<file path="src/rtl/fetch_ctrl_pkg.sv">
// ---------------------------------------------------------------------------
// fetch_ctrl_pkg
// Shared definitions for the instruction-fetch controller:
//   fc_state_e   : fetch FSM state encoding (2 bits)
//   INST_BYTES   : PC increment per instruction
//   FC_RESET_PC  : default PC loaded at reset
// ---------------------------------------------------------------------------
package fetch_ctrl_pkg;

    typedef enum logic [1:0] {
        FC_IDLE = 2'd0,   // out of reset, no request yet
        FC_REQ  = 2'd1,   // request outstanding to instruction memory
        FC_HOLD = 2'd2    // response parked in skid buffer while stalled
    } fc_state_e;

    localparam int          INST_BYTES  = 4;
    localparam logic [63:0] FC_RESET_PC = 64'h0;

endpackage

</file>
<file path="src/rtl/dff.sv">
// ---------------------------------------------------------------------------
// dff
// Generic enabled register with asynchronous active-low reset.
//   clk    : clock, rising edge
//   rst_n  : asynchronous active-low reset, loads RST_VAL
//   en     : load enable
//   d      : next value
//   q      : registered value
// ---------------------------------------------------------------------------
module dff #(
    parameter int           W       = 1,
    parameter logic [W-1:0] RST_VAL = '0
) (
    input  logic         clk,
    input  logic         rst_n,
    input  logic         en,
    input  logic [W-1:0] d,
    output logic [W-1:0] q
);

    logic [W-1:0] q_reg;

    always_ff @(posedge clk or negedge rst_n) begin
        if (!rst_n) begin
            q_reg <= RST_VAL;
        end else if (en) begin
            q_reg <= d;
        end
    end

    assign q = q_reg;

endmodule

</file>
<file path="src/rtl/fetch_skid.sv">
// ---------------------------------------------------------------------------
// fetch_skid
// One-entry buffer holding an instruction and its PC when a memory response
// arrives while the pipeline is stalled.
//   clk, rst_n : clock / asynchronous active-low reset
//   load       : capture load_inst/load_pc, mark entry valid
//   drain      : entry consumed, mark invalid
//   clear      : discard entry (redirect); wins over load and drain
//   valid      : entry holds a response
//   inst, pc   : buffered instruction and its PC
// ---------------------------------------------------------------------------
module fetch_skid
    import fetch_ctrl_pkg::*;
#(
    parameter int WORD      = 64,
    parameter int INST_SIZE = 32
) (
    input  logic                 clk,
    input  logic                 rst_n,
    input  logic                 load,
    input  logic                 drain,
    input  logic                 clear,
    input  logic [INST_SIZE-1:0] load_inst,
    input  logic [WORD-1:0]      load_pc,
    output logic                 valid,
    output logic [INST_SIZE-1:0] inst,
    output logic [WORD-1:0]      pc
);

    logic                 valid_reg;
    logic [INST_SIZE-1:0] inst_reg;
    logic [WORD-1:0]      pc_reg;

    always_ff @(posedge clk or negedge rst_n) begin
        if (!rst_n) begin
            valid_reg <= 1'b0;
            inst_reg  <= '0;
            pc_reg    <= '0;
        end else if (clear) begin
            valid_reg <= 1'b0;
        end else if (load) begin
            valid_reg <= 1'b1;
            inst_reg  <= load_inst;
            pc_reg    <= load_pc;
        end else if (drain) begin
            valid_reg <= 1'b0;
        end
    end

    assign valid = valid_reg;
    assign inst  = inst_reg;
    assign pc    = pc_reg;

endmodule

</file>
<file path="src/rtl/fetch_ctrl.sv">
// ---------------------------------------------------------------------------
// fetch_ctrl
// Instruction-fetch stage sequencer: owns the PC, selects next PC
// (sequential / branch / register jump), runs a req/ready handshake to a
// variable-latency instruction memory and drives the IF/ID register.
//
// Ports:
//   clk, rst_n            : clock / asynchronous active-low reset
//   stall                 : hold IF/ID and PC
//   br_taken, br_target   : EX branch redirect
//   jr_taken, jr_target   : EX register-jump redirect (beats branch)
//   imem_req, imem_addr   : fetch request / address (combinational from state)
//   imem_ready, imem_inst : memory response
//   if_valid, if_pc,
//   if_pc_incr, if_inst   : IF/ID register (registered)
//   flush                 : one-cycle squash pulse, same cycle as redirect
// ---------------------------------------------------------------------------
module fetch_ctrl
    import fetch_ctrl_pkg::*;
#(
    parameter int            WORD      = 64,
    parameter int            INST_SIZE = 32,
    parameter logic [WORD-1:0] RESET_PC = WORD'(FC_RESET_PC)
) (
    input  logic                 clk,
    input  logic                 rst_n,
    input  logic                 stall,
    input  logic                 br_taken,
    input  logic [WORD-1:0]      br_target,
    input  logic                 jr_taken,
    input  logic [WORD-1:0]      jr_target,
    output logic                 imem_req,
    output logic [WORD-1:0]      imem_addr,
    input  logic                 imem_ready,
    input  logic [INST_SIZE-1:0] imem_inst,
    output logic                 if_valid,
    output logic [WORD-1:0]      if_pc,
    output logic [WORD-1:0]      if_pc_incr,
    output logic [INST_SIZE-1:0] if_inst,
    output logic                 flush
);

    localparam logic [WORD-1:0] PC_STEP = WORD'(INST_BYTES);

    fc_state_e            state_reg;
    logic                 kill_reg;       // outstanding request belongs to a squashed path
    logic [WORD-1:0]      kill_addr_reg;  // address of that request, held until ready
    logic                 if_valid_reg;
    logic [WORD-1:0]      if_pc_reg;
    logic [WORD-1:0]      if_pc_incr_reg;
    logic [INST_SIZE-1:0] if_inst_reg;

    logic [WORD-1:0]      pc_q;
    logic [WORD-1:0]      pc_next;
    logic                 pc_en;
    logic [WORD-1:0]      pc_incr;

    logic                 redirect;
    logic [WORD-1:0]      redirect_target;
    logic                 accept;
    logic                 take_live;
    logic                 hold_release;

    logic                 skid_load;
    logic                 skid_valid;
    logic [INST_SIZE-1:0] skid_inst;
    logic [WORD-1:0]      skid_pc;

    // ---------------------------------------------------------------------
    // Next-PC selection and handshake decode
    // ---------------------------------------------------------------------
    always_comb begin
        redirect        = (state_reg != FC_IDLE) && (jr_taken || br_taken);
        redirect_target = jr_taken ? jr_target : br_target;
        accept          = (state_reg == FC_REQ) && imem_ready;
        // A response is live only if it is not the tail of a squashed path
        // and no redirect squashes it in the same cycle.
        take_live       = accept && !kill_reg && !redirect;
        hold_release    = (state_reg == FC_HOLD) && !stall && !redirect;
        skid_load       = take_live && stall;
        pc_incr         = pc_q + PC_STEP;   // wraps modulo 2^WORD

        pc_en   = 1'b0;
        pc_next = pc_incr;
        if (redirect) begin
            pc_en   = 1'b1;
            pc_next = redirect_target;
        end else if (take_live && !stall) begin
            pc_en   = 1'b1;
        end else if (hold_release && skid_valid) begin
            // PC still points at the buffered instruction; advance now that
            // it has moved into IF/ID.
            pc_en   = 1'b1;
        end
    end

    dff #(
        .W       (WORD),
        .RST_VAL (RESET_PC)
    ) u_pc (
        .clk   (clk),
        .rst_n (rst_n),
        .en    (pc_en),
        .d     (pc_next),
        .q     (pc_q)
    );

    fetch_skid #(
        .WORD      (WORD),
        .INST_SIZE (INST_SIZE)
    ) u_skid (
        .clk       (clk),
        .rst_n     (rst_n),
        .load      (skid_load),
        .drain     (hold_release),
        .clear     (redirect),
        .load_inst (imem_inst),
        .load_pc   (pc_q),
        .valid     (skid_valid),
        .inst      (skid_inst),
        .pc        (skid_pc)
    );

    // ---------------------------------------------------------------------
    // Fetch FSM and IF/ID register
    // ---------------------------------------------------------------------
    always_ff @(posedge clk or negedge rst_n) begin
        if (!rst_n) begin
            state_reg      <= FC_IDLE;
            kill_reg       <= 1'b0;
            kill_addr_reg  <= '0;
            if_valid_reg   <= 1'b0;
            if_pc_reg      <= '0;
            if_pc_incr_reg <= '0;
            if_inst_reg    <= '0;
        end else begin
            case (state_reg)
                FC_IDLE: begin
                    state_reg <= FC_REQ;
                end

                FC_REQ: begin
                    if (redirect) begin
                        if_valid_reg <= 1'b0;
                        if (!imem_ready) begin
                            // Let the in-flight request finish at its own
                            // address; keep the first squashed address if
                            // redirects stack up.
                            kill_reg <= 1'b1;
                            if (!kill_reg) begin
                                kill_addr_reg <= pc_q;
                            end
                        end else begin
                            kill_reg <= 1'b0;
                        end
                    end else if (imem_ready) begin
                        kill_reg <= 1'b0;
                        if (kill_reg) begin
                            // Squashed response: drop it, bubble if ID advances.
                            if (!stall) begin
                                if_valid_reg <= 1'b0;
                            end
                        end else if (stall) begin
                            state_reg <= FC_HOLD;
                        end else begin
                            if_valid_reg   <= 1'b1;
                            if_pc_reg      <= pc_q;
                            if_pc_incr_reg <= pc_incr;
                            if_inst_reg    <= imem_inst;
                        end
                    end else if (!stall) begin
                        // ID consumed the previous instruction; nothing new yet.
                        if_valid_reg <= 1'b0;
                    end
                end

                FC_HOLD: begin
                    if (redirect) begin
                        if_valid_reg <= 1'b0;
                        state_reg    <= FC_REQ;
                    end else if (!stall) begin
                        if (skid_valid) begin
                            if_valid_reg   <= 1'b1;
                            if_pc_reg      <= skid_pc;
                            if_pc_incr_reg <= skid_pc + PC_STEP;
                            if_inst_reg    <= skid_inst;
                        end
                        state_reg <= FC_REQ;
                    end
                end

                default: begin
                    state_reg <= FC_IDLE;
                end
            endcase
        end
    end

    assign imem_req   = (state_reg == FC_REQ);
    assign imem_addr  = kill_reg ? kill_addr_reg : pc_q;
    assign flush      = redirect;
    assign if_valid   = if_valid_reg;
    assign if_pc      = if_pc_reg;
    assign if_pc_incr = if_pc_incr_reg;
    assign if_inst    = if_inst_reg;

endmodule

</file>
<file path="config.mk">
export PLATFORM = sky130hd
export DESIGN_NAME = fetch_ctrl
export DESIGN_NICKNAME = d
export VERILOG_FILES = /design/src/rtl/fetch_ctrl_pkg.sv /design/src/rtl/dff.sv /design/src/rtl/fetch_skid.sv /design/src/rtl/fetch_ctrl.sv
export SDC_FILE = /design/constraint.sdc
export NUM_CORES = 1
export LEC_CHECK = 0
export CORE_ASPECT_RATIO = 0.8
export CORE_MARGIN = 5
export CORE_UTILIZATION = 55
export DETAILED_ROUTE_END_ITERATION = 6
export DONT_BUFFER_PORTS = 1
export GPL_TIMING_DRIVEN = 0
export PLACE_DENSITY_LB_ADDON = 0.05
export SLEW_MARGIN = 0
export SYNTH_ARGS = -nofsm -noshare
export SYNTH_HDL_FRONTEND = slang
export SYNTH_SLANG_ARGS = --single-unit
export TNS_END_PERCENT = 100
</file>
<file path="constraint.sdc">
create_clock -name clk -period 3.14 [get_ports clk]
set_input_delay 0.314 -clock clk [delete_from_list [all_inputs] [get_ports clk]]
set_output_delay 0.314 -clock clk [all_outputs]
set_load 0.02 [all_outputs]
</file>
-- After elaboration in Yosys (flattened, before gate mapping)
Cells that the tools add are included.
- input port bits: 166
- register bits: 389
- word-level logic and storage cells: 104
- mux-type cells: 52
- reductions and logical operators: 24
- eq/ne operators: 13
- bitwise operators: 2
- $add $sub $neg: 2
- operators with widths (operator ; count):
    $mux W64 ; 17
    $pmux W64 S2 ; 2
    $mux W32 ; 7
    $add A64 B3 Y64 const B ; 2
    $pmux W32 S2 ; 1
    $mux W1 ; 17
    $mux W2 ; 6
    $ne A2 B2 Y1 const B ; 6
    $logic_and A1 B1 Y1 ; 9
    $reduce_and A8 Y1 ; 1
    $pmux W2 S3 ; 1
    $reduce_bool A2 Y1 ; 3
    $ne A5 B3 Y1 const B ; 1
    $reduce_and A5 Y1 ; 1
    $ne A2 B1 Y1 const B ; 2
    $reduce_and A2 Y1 ; 2
    $reduce_and A4 Y1 ; 1
    $logic_not A1 Y1 ; 3
    $ne A3 B2 Y1 const B ; 1
    $ne A3 B3 Y1 const B ; 1
    $reduce_and A3 Y1 ; 1
    $reduce_bool A3 Y1 ; 1
    $eq A2 B1 Y1 const B ; 1
    $eq A2 B2 Y1 const B ; 1
    4 further kinds ; 5

-- Logic depth before layout (Yosys ltp)
Gate-level depths: netlist of run 1.
- depth in word-level cells: 8
- depth in mapped cells: 12
- depth with buffers taken out: 9

-- By module
Synthesis of run 1 repeated with hierarchy kept, for this count alone.
- cells, all modules: 1998
- area, all modules: 20739.9 um2
- modules (own cells, without submodules) (module ; sequential area each (um2) ; cells each ; area each (um2) ; instances):
    fetch_ctrl ; 5655.4 ; 1655 ; 14249.9 ; 1
    fetch_skid ; 2427.3 ; 208 ; 3811.2 ; 1
    dff ; 1601.5 ; 135 ; 2678.8 ; 1

-- Worst setup path before layout of run 1
Ideal clock, no wire load.
- path kind: reg-to-reg
- from: reg state_reg[1]
- to: reg if_inst_reg[0] (netlist: if_inst[0])
- cell stages (with the launch flop): 12
- data arrival time: 2.319 ns
- clock period less this slack: 2.402 ns
- path buffers: 4
- setup time: 0.083 ns
- path slack: 0.738 ns
- data required time: 3.057 ns
- path through: dfrtp_1 inv_1 ha_1 inv_1 a31o_2 nand3_1 buf_2 clkbuf_1 clkbuf_1 clkbuf_1 nand2_1 o21ai_0
- elaborated cells between the ends (all ways): 14
- those cells by class: 9 x eq/ne; 1 x mux; 4 x reduce/logical
- RTL lines (item ; RTL line ; RTL):
    from (decl) ; fetch_ctrl.sv:45 ; fc_state_e state_reg;
    from (signal assigned) ; fetch_ctrl.sv:129 ; state_reg <= FC_IDLE;
    from (signal assigned) ; fetch_ctrl.sv:139 ; state_reg <= FC_REQ;
    from (signal assigned) ; fetch_ctrl.sv:164 ; state_reg <= FC_HOLD;
    $eq A2 B1 Y1 (*) ; n/a ;
    net imem_req ; fetch_ctrl.sv:32 ; output logic imem_req,
    $ne A2 B2 Y1 (no line), or another cell as far along ; n/a ;
    $reduce_and A8 Y1 (no line) ; n/a ;
    to (signal assigned) ; fetch_ctrl.sv:169 ; if_inst_reg <= imem_inst;
    to (signal assigned) ; fetch_ctrl.sv:186 ; if_inst_reg <= skid_inst;
    to (decl) ; fetch_ctrl.sv:51 ; logic [INST_SIZE-1:0] if_inst_reg;
The timed path passes the listed nets; every way through them passes the cells marked *.
A chain may end at the register's enable or synchronous reset.

-- Worst setup path in the final report of run 1
- from: reg u_pc.q_reg[24] (netlist: u_pc.q[24])
- to: reg if_pc_incr_reg[50] (netlist: if_pc_incr[50])
- word-level cells in the longest chain between the ends: 6
- RTL lines (item ; RTL line ; RTL):
    from (decl) ; dff.sv:21 ; logic [W-1:0] q_reg;
    from (signal assigned) ; dff.sv:25 ; q_reg <= RST_VAL;
    from (signal assigned) ; dff.sv:27 ; q_reg <= d;
    $add A64 B3 Y64 ; fetch_ctrl.sv:81 ; pc_incr = pc_q + PC_STEP;
    $mux W64 ; fetch_ctrl.sv:163 ; end else if (stall) begin
    $mux W64 ; fetch_ctrl.sv:158 ; if (kill_reg) begin
    $mux W64 ; fetch_ctrl.sv:156 ; end else if (imem_ready) begin
    $mux W64 ; fetch_ctrl.sv:143 ; if (redirect) begin
    $pmux W64 S2 ; fetch_ctrl.sv:137 ; case (state_reg)
    to (signal assigned) ; fetch_ctrl.sv:168 ; if_pc_incr_reg <= pc_incr;
    to (signal assigned) ; fetch_ctrl.sv:185 ; if_pc_incr_reg <= skid_pc + PC_STEP;
    to (decl) ; fetch_ctrl.sv:50 ; logic [WORD-1:0] if_pc_incr_reg;
Every way passes these cells. The select of a mux whose other input is x is not followed.

==> results of run 1 <==
## worst max path at each step
stage	start	end	slack, ns	cells after the start
5_1_grt	state_reg[1]$_DFFE_PN0P_	if_pc[18]$_DFFE_PN0P_	0.002	10
2_1_floorplan	state_reg[1]$_DFFE_PN0P_	if_inst[0]$_DFFE_PN0P_	0.74	11
6_report	u_pc.q[24]$_DFFE_PN0P_	if_pc_incr[50]$_DFFE_PN0P_	0.11	7
3_5_place_dp	state_reg[1]$_DFFE_PN0P_	if_inst[13]$_DFFE_PN0P_	-0.71	11
3_3_place_gp	state_reg[1]$_DFFE_PN0P_	if_inst[7]$_DFFE_PN0P_	-0.67	11
4_1_cts	state_reg[1]$_DFFE_PN0P_	if_pc_incr[51]$_DFFE_PN0P_	0.008	9
## metrics by stage
stage	cells	utilization	instance area [um^2]	setup slack, ns
after floorplan	2054	-	21010	0.7382
after global placement	2549	0.5699	21630	-0.6660
after detailed placement	2549	0.5699	21630	-0.7147
after CTS	2706	0.6268	23790	0.008445
after global routing	2708	0.6281	23840	0.001594
final	2708	0.6281	23840	0.1121
## logic make-up after synthesis
logic type                 after synthesis
muxes                                  347
AOI/OAI and AO/OA                      327
DFF                                    387
adders and majority gates                6
buffers and inverters                  209
xor gates and xnor gates               169
and+or+nand+nor                        609
## metal layers
layer  wire length [um]  global-route usage  vias up
met1              31520              0.4790     8414
met3               8030              0.1160      105
met4               1850             0.07741        0
li1                   -                   -     7532
met5                  0                   0        -
met2              30100              0.4780      892
## power by group
part	switching [uW]	total, uW	leakage (uW)	internal, uW
Sequential	3290	10800	0.00471	7510
Clock	2060	4830	0.000648	2770
Combinational	8550	13300	0.00418	4790
## final cells by class
type                            count  area share
Timing Repair Buffer               88     0.03632
Buffer                            190     0.03579
Inverter                           17    0.002676
Clock buffer                       60     0.04938
Multi-Input combinational cell   1458      0.4384
Tap cell                          495     0.02598
Sequential cell                   387      0.4062
Clock inverter                     13    0.005300
## worst register-to-register path, cell delays in order, from the launching register on
cell and delay [ns]:
dfrtp_1 0.31, buf_2 0.28, nand4_1 0.29, nor4_1 0.77
nand3_1 0.38, or3_1 0.40, a21oi_1 0.37, a221o_1 0.17
## cell usage in the layout, fill, tap and decap left out, types with 6 or more instances in the layout
cell type        n
buf_1           10
clkbuf_1       121
mux2_2         215
inv_1           15
buf_2           50
a22oi_1          6
and3_1          14
o21ai_0        157
nand3_1         43
clkbuf_16       41
nor2b_1         48
clkbuf_8         8
or3_1           14
nor3_1          48
mux2_1           9
a21oi_1         68
mux2i_1        123
nor2_1          65
clkinv_2         8
a211oi_1        46
o221ai_1        17
nor4_4           7
xnor2_1        130
nor4_1          30
xor2_1          39
nand4_1         68
dlygate4sd3_1   82
buf_4           17
nand2_1        230
dfrtp_1        387
## timing repair
| action | in CTS | in global routing |
|---|---|---|
| pin swaps | 1 | 1 |
| resized for setup | 7 | 11 |
| endpoints found under the setup margin | 241 | 118 |
| setup buffers | 3 | 3 |
| endpoints found under the hold margin | 491 | 387 |
==> flow_results.org, run 1 <==
** Status
- Outcome :: complete, but fails checks
- Failing checks :: negative hold slack

** Timing
- Number of hold-slack violations in the final timing report :: about 390
- Unrepaired setup endpoints after global routing :: no
- Final Setup Violations :: 0
- For the pin with the worst max-slew slack, the measured transition is 1.269 ns.
- Rel. slew slack :: 0.1541
- Count of pins over their slew limit :: 0
- Final hold analysis gives a worst-case slack of -0.5450 ns.
- Final setup skew :: roughly 0.024 ns
- Crit share post-route :: 0.9643
- Clock period minus final worst setup slack :: 3.028 ns
- Max Freq :: roughly 0.33 GHz
- Sum of negative setup slack :: 0 ns

** Clock network
- CTS H-tree lvls :: 2
- Root Buffer Master :: clkbuf_16
- Worst-Skew Late Latency :: between 0.5 and 0.6 ns
- After clock tree synthesis, the clock-pin slew on the worst setup and hold paths is 0.06 ns.
- Hold repair after CTS inserted 82 buffers.
- TritonCTS built the clock tree.
- Inserted Clock Buffers :: slightly above 40
- Clock tree synthesis found a total of between 300 and 400 sinks.
- Clk buf depth :: 3

** Setup path
- The worst register-to-register path begins at u_pc.q[24]$_DFFE_PN0P_.
- The number of buffers and inverters on the critical path is 1.
- Cell family with the largest share of critical-path delay :: simple AND/OR/NAND/NOR gates
- In this run the worst path has a maximum fanout of 10.
- Kind of critical path :: reg2reg
- At the worst endpoint, the required time is 3.63 ns.
- STA classifies the critical path startpoint as a flop.
- The signal on the critical path passes through buf_2 -> nand4_1 -> nor4_1 -> nand3_1 -> or3_1 -> a21oi_1 -> a221o_1.
- Setup slack, reg-to-reg :: between 0.1 and 0.15 ns
- The worst register-to-register path ends at if_pc_incr[50]$_DFFE_PN0P_.
- On the worst path, the slowest cell contributes a delay of 0.77 ns.
- Kind of end point of the critical path :: flop
- Depth of the worst register-to-register path :: 7
- Data arrives at the worst endpoint at around 3.5 ns.
- The slowest stage of the critical path belongs to the cell nor4_1.

** Synth
- Number of register bits inferred by synthesis :: just under 400
- After synthesis, the largest family of logic cells by area is multiplexers.
- The commonest cells after synthesis are 387 x dfrtp_1, 231 x nand2_1, 215 x mux2_2, 157 x o21ai_0, 130 x xnor2_1.
- Synth warn :: 0
- Each instance of the synthesized netlist takes up on average ~10 um^2.
- Of the total synthesized cell area, the portion taken by AND, OR, NAND and NOR gates is 0.1514.
- Yosys mapped a number of flops with a built-in enable equal to 0.
- Number of cells produced by synthesis :: just over 2000
- Syn_nets :: 2226
- Fraction of synthesized area in multiplexers :: 0.1786
- For this run, the leading register cell type out of synthesis is dfrtp_1.
- Library cell with the highest instance count after synthesis :: dfrtp_1
- Share of the synthesized area in the top cell type :: 0.4609
- Portion of the post-synthesis area used by sequential elements :: 0.4609
- The complex-gate fraction of the synthesized area was 0.09153.
- After synthesis, the cell types taking the most area are dfrtp_1 46%, mux2_2 12%, mux2i_1 5.9%.
- The mapped netlist covers roughly 21000 um^2.
- Adder-Cell Fraction of Synth Area :: 0.003573
- Synth cell types :: 63
- Post-synthesis async set-or-reset flop share :: 1.000
- Post-Synth XOR/XNOR Area :: 0.07045
- The largest total area in the synthesized netlist belongs to dfrtp_1.

** Place
- HPWL after DPL :: roughly 53000 um
- Input and output buffers added on the ports amount to 0.
- At the end of routability-driven placement, the weighted congestion stood at 0.9621.

** Power and ir drop
- Dividing total power by cell area gives a power density of around 1200 nW/um^2.
- Peak VDD IR :: ~0.54 mV
- The analysis attributes to cell leakage a power of about 0.0095 uW.
- The design draws approximately 29000 uW.

** Routing
- The routed design has 71510 um of wire.
- For this run, design rule violations remaining after detail routing come to 0.
- Routed wirelength normalized by instance count :: between 20 and 30 um
- For this run, the detailed router's first-pass iteration total came to 6.
- The routed layout has between 15000 and 20000 vias.
- The first routing iteration left roughly 1900 violations.
- Vias per cell :: around 6.3
- The count of nets left with antenna violations once routing finished came out at 0.

** Global route
- Maximum number of pins on one net before global-route repair :: ~390
- Antenna violations before repair :: 1
- For this run, the total global-route usage over all layers was measured as 0.3296.
- Global routing finished with a remaining overflow of 0.
- Wire length of the first global-routing pass :: roughly 110000 um
- Vias in the first global route :: between 15000 and 20000

** Floorplan
- DIE HEIGHT :: approximately 180 um
- approximately 390 I/O pins were placed.
- Starting utilization of the core area :: 0.5536
- Overall die width :: about 230 um
- Cell Rows :: between 60 and 70
- The die covers about 42000 um^2.
- The core region is 37960 um^2.

** Cells and area
- Filler cell count :: 3179
- Fraction of final layout cells sized beyond drive strength 1 :: 0.1776
- Relative area change from synthesis to final layout :: 13.47%
- 0 antenna diodes ended up in the layout.
- Across the whole layout, storage elements account for 9684 um^2.
- In the final design database the tool counted about 2400 nets.
- Combined area of the multi-input logic cells :: between 10000 and 15000 um^2

** Flow run
- Max-cap violations in this run came to 0.

** Hold path
- The min-delay analysis places its worst path in the category in2async.
(Power assumes the default switching activity.)
==> run 2, diff against run 1 <==
GPL_TIMING_DRIVEN = not set   (was 0)
==> flow_results.org, run 2 (same netlist as run 1, synthesis figures left out) <==
** Status
- Outcome :: complete, but fails checks
- Failing checks :: negative hold slack

** Timing
- Hold WS :: -0.5409 ns (+0.004095 ns)
- The final-report max-slew violation count was 0 (unchanged).
- Clock period minus final worst setup slack :: 2.890 ns (-0.1377 ns)
- Final Setup Violations :: 0 (unchanged)
- Unrepaired setup endpoints after global routing :: no
- Max Freq :: 0.3460 GHz (+4.8%)
- Rel. slew slack :: 0.1749 (+0.02072)
- Crit share post-route :: 0.9205 (-0.04386)
- Final setup skew :: 0.02401 ns (+0.0002472 ns)
- Number of hold-slack violations in the final timing report :: 387 (unchanged)
- The transition time at the pin with the least slew margin is 1.238 ns (-0.03108 ns).
- The smallest setup slack after layout was 0.2498 ns (+0.1377 ns).
- The final total negative setup slack is 0 ns (unchanged).

** Power and ir drop
- The combinational group share of total power was 0.407 (-0.054).
- Seq pwr share :: 0.424 (+0.051)
- Clock Power Share :: 0.170 (+0.003)
- Power per cell area :: 1194 nW/um^2 (-1.7%)
- The static leakage power is 0.009542 uW (about the same).
- Peak VDD IR :: 0.6418 mV (+19%)
- The switching power as a share of total power is 0.4692 (-0.01055).
- Switching power summed over all nets :: 13290 uW (-4.3%)
- The internal power contribution was 15040 uW (-0.19%).

** Cells and area
- From synthesis to final layout, the design area changed by 12.94%.
- Filler cell count :: 3085 (-3.0%)
- Total Nets Final :: 2242 (-4.8%)
- In the layout the commonest cells are 386 x dfrtp_1, 231 x nand2_1, 215 x mux2_2.
- The proportion of layout cells with a drive suffix above 1 is 0.1839 (+0.006360).
- Combined area of the multi-input logic cells :: 10480 um^2 (+0.24%)
- Total non-filler cell area in the finished layout :: 23730 um^2 (-0.47%)
- The area taken by flip-flops and latches was 9686 um^2 (about the same).
- Commonest non-fill, non-tap cell in the layout :: dfrtp_1

** Floorplan
- The number of placement rows came to 64 (unchanged).
- Core region area :: 37960 um^2 (unchanged)
- The count of pins on the block boundary came to 393 (unchanged).
- The floorplan die area was 42240 um^2 (unchanged).
- Overall die width :: 228.5 um (unchanged)
- Starting utilization of the core area :: 0.5536 (unchanged)
- DIE HEIGHT :: 184.8 um (unchanged)

** Setup path
- Slowest-stage cell, CP :: nor4_1
- The critical path's largest stage delay was 0.66 ns (-0.11 ns).
- The critical path depth was 9 (+2).
- The worst endpoint data arrival time was 3.28 ns (-0.24 ns).
- Worst path cell trace :: inv_1 -> ha_4 -> nand2_1 -> a21oi_1 -> buf_4 -> nand4_1 -> nor4_1 -> xnor2_1 -> a21oi_1
- Among cell families on the critical path, the largest total delay comes from simple AND/OR/NAND/NOR gates.
- Kind of end point of the critical path :: flop
- Biggest fanout along the worst timing path :: 18 (+8)
- The setup slack on the worst flop-to-flop path is 0.25 ns (+0.14 ns).
- The buffers plus inverters on the worst setup path came to 2 (+1).
- Start point of the critical path :: state_reg[0]$_DFFE_PN0P_
- Startpoint class of the critical path :: flop
- The startpoint identified for the worst register-to-register timing path is state_reg[0]$_DFFE_PN0P_.
- Critical R2R Capture :: u_pc.q[58]$_DFFE_PN0P_
- Depth of the worst register-to-register path :: 9 (+2)
- Counting stages on the worst path, the most repeated cell is a21oi_1.
- Required arrival time at the worst endpoint :: 3.53 ns (-0.10 ns)
- Kind of critical path :: reg2reg
- The most critical setup path has its endpoint at u_pc.q[58]$_DFFE_PN0P_.

** Place
- Worst setup slack before clock tree synthesis :: 0.1197 ns (+0.8344 ns)
- Gp weighted congestion :: 0.9601 (-0.21%)
- The placed cell area was 21430 um^2 (-0.93%).
- The count of input and output buffers is 0 (unchanged).
- HPWL after DPL :: 48250 um (-9.5%)

** Global route
- Vias in the first global route :: 15630 (-4.6%)
- The global-route wire length before repair is 100100 um (-5.8%).
- The sum of overflow across all layers after global routing was 0 (unchanged).
- The maximum number of pins on one net before global-route repair was 388 (unchanged).
- Total global-route track usage :: 0.3072 (-0.02243)
- Antenna violations before repair :: 0 (-1)

** Clock network
- The clock latency on the worst-skew pair is 0.56 ns (about the same).
- Number of sinks driven by the clock tree :: 387 (unchanged)
- Clk buf depth :: 3 (unchanged)
- The clock-pin slew reported for the worst setup and hold paths after clock tree synthesis is 0.06 ns (about the same).
- The cell sitting at the root of the clock tree is a clkbuf_16.
- Clock tree from TritonCTS :: yes
- Inserted Clock Buffers :: 42 (+2.4%)
- The H-tree level count came to 2 (unchanged).
- The number of buffers inserted for hold repair after clock tree synthesis came to 98 (+20%).

** Routing
- The number of DRC violations after detailed routing came to 0 (unchanged).
- Vias :: 16140 (-4.7%)
- The count of routing violations after the opening detailed-route iteration came to 1627 (-16%).
- Total Wirelength :: 66710 um (-6.7%)
- The iteration count of the initial detailed-routing pass came to 5 (-1).
- Remaining antenna violation count after routing :: 0 (unchanged)
- Vias per cell :: 6.235 (-0.34%)
- The average detailed-routed wire length per instance was 25.76 um (-2.4%).

** Flow run
- Max capacitance violation total :: 0 (unchanged)

** Hold path
- In this run the worst hold path is classified as in2async.
## run 2: cell types whose count changed in the layout (fill, tap and decap cells not counted), sizes merged
cell	previous run	this run
dlygate4sd3	82	98
clkinvlp	0	1
buf	81	66
clkinv	10	7
diode	0	1
bufinv	2	1
clkbuf	175	57
## run 2: metal layers
| layer | vias up | routed length, um | track usage |
|---|---|---|---|
| met1 | 8010 | 30640 | 0.4709 |
| met4 | 0 | 1305 | 0.06604 |
| met3 | 71 | 7569 | 0.1051 |
| li1 | 7304 | - | - |
| met5 | - | 0 | 0 |
| met2 | 758 | 27180 | 0.4215 |
## run 2: area by class of cell
type	count	share of cell area
clock buffers	57	0.05136
diodes	1	0.0001055
clock inverters	10	0.003691
well taps	495	0.02610
flip-flops and latches	387	0.4082
inverters	17	0.002689
multi-input cells	1458	0.4415
repair buffers	164	0.06643
## run 2: timing repair
item                                    CTS  global route
resized for setup                         0             2
endpoints found under the hold margin   491           387
buffers inserted                          0             0
endpoints found under the setup margin    0             2
## run 2: worst min path at each step
stage | to | depth (start not counted)
finish | if_inst[23]$_DFFE_PN0P_ | 0
global route | if_inst[23]$_DFFE_PN0P_ | 0
CTS | u_skid.pc[62]$_DFFE_PN0P_ | 0
detailed placement | u_skid.inst[23]$_DFFE_PN0P_ | 0
global placement | if_inst[23]$_DFFE_PN0P_ | 0
floorplan | if_inst[0]$_DFFE_PN0P_ | 0
## run 2: power groups by stage
stage | clock [uW] | combinational, uW | sequential, uW
finish | 4800 | 11500 | 12000
global route | 5130 | 12600 | 12300
CTS | 4900 | 11500 | 11900
detailed placement | 0 | 11300 | 12000
global placement | 0 | 11000 | 11900
floorplan | 0 | 9530 | 9960
## run 2: stage by stage
| step | utilization | power [uW] | std cells |
|---|---|---|---|
| after floorplan | - | 19490 | 2054 |
| after global placement | 0.5646 | 22920 | 2423 |
| after detailed placement | 0.5646 | 23280 | 2423 |
| after CTS | 0.6248 | 28310 | 2588 |
| after global routing | 0.6251 | 29980 | 2588 |
| final | 0.6252 | 28330 | 2589 |
==> run 3, diff against run 2 <==
SLEW_MARGIN = not set   (was 0)
==> results of run 3 <==
The final DEF is identical to that of run 2; final timing and power are the same.
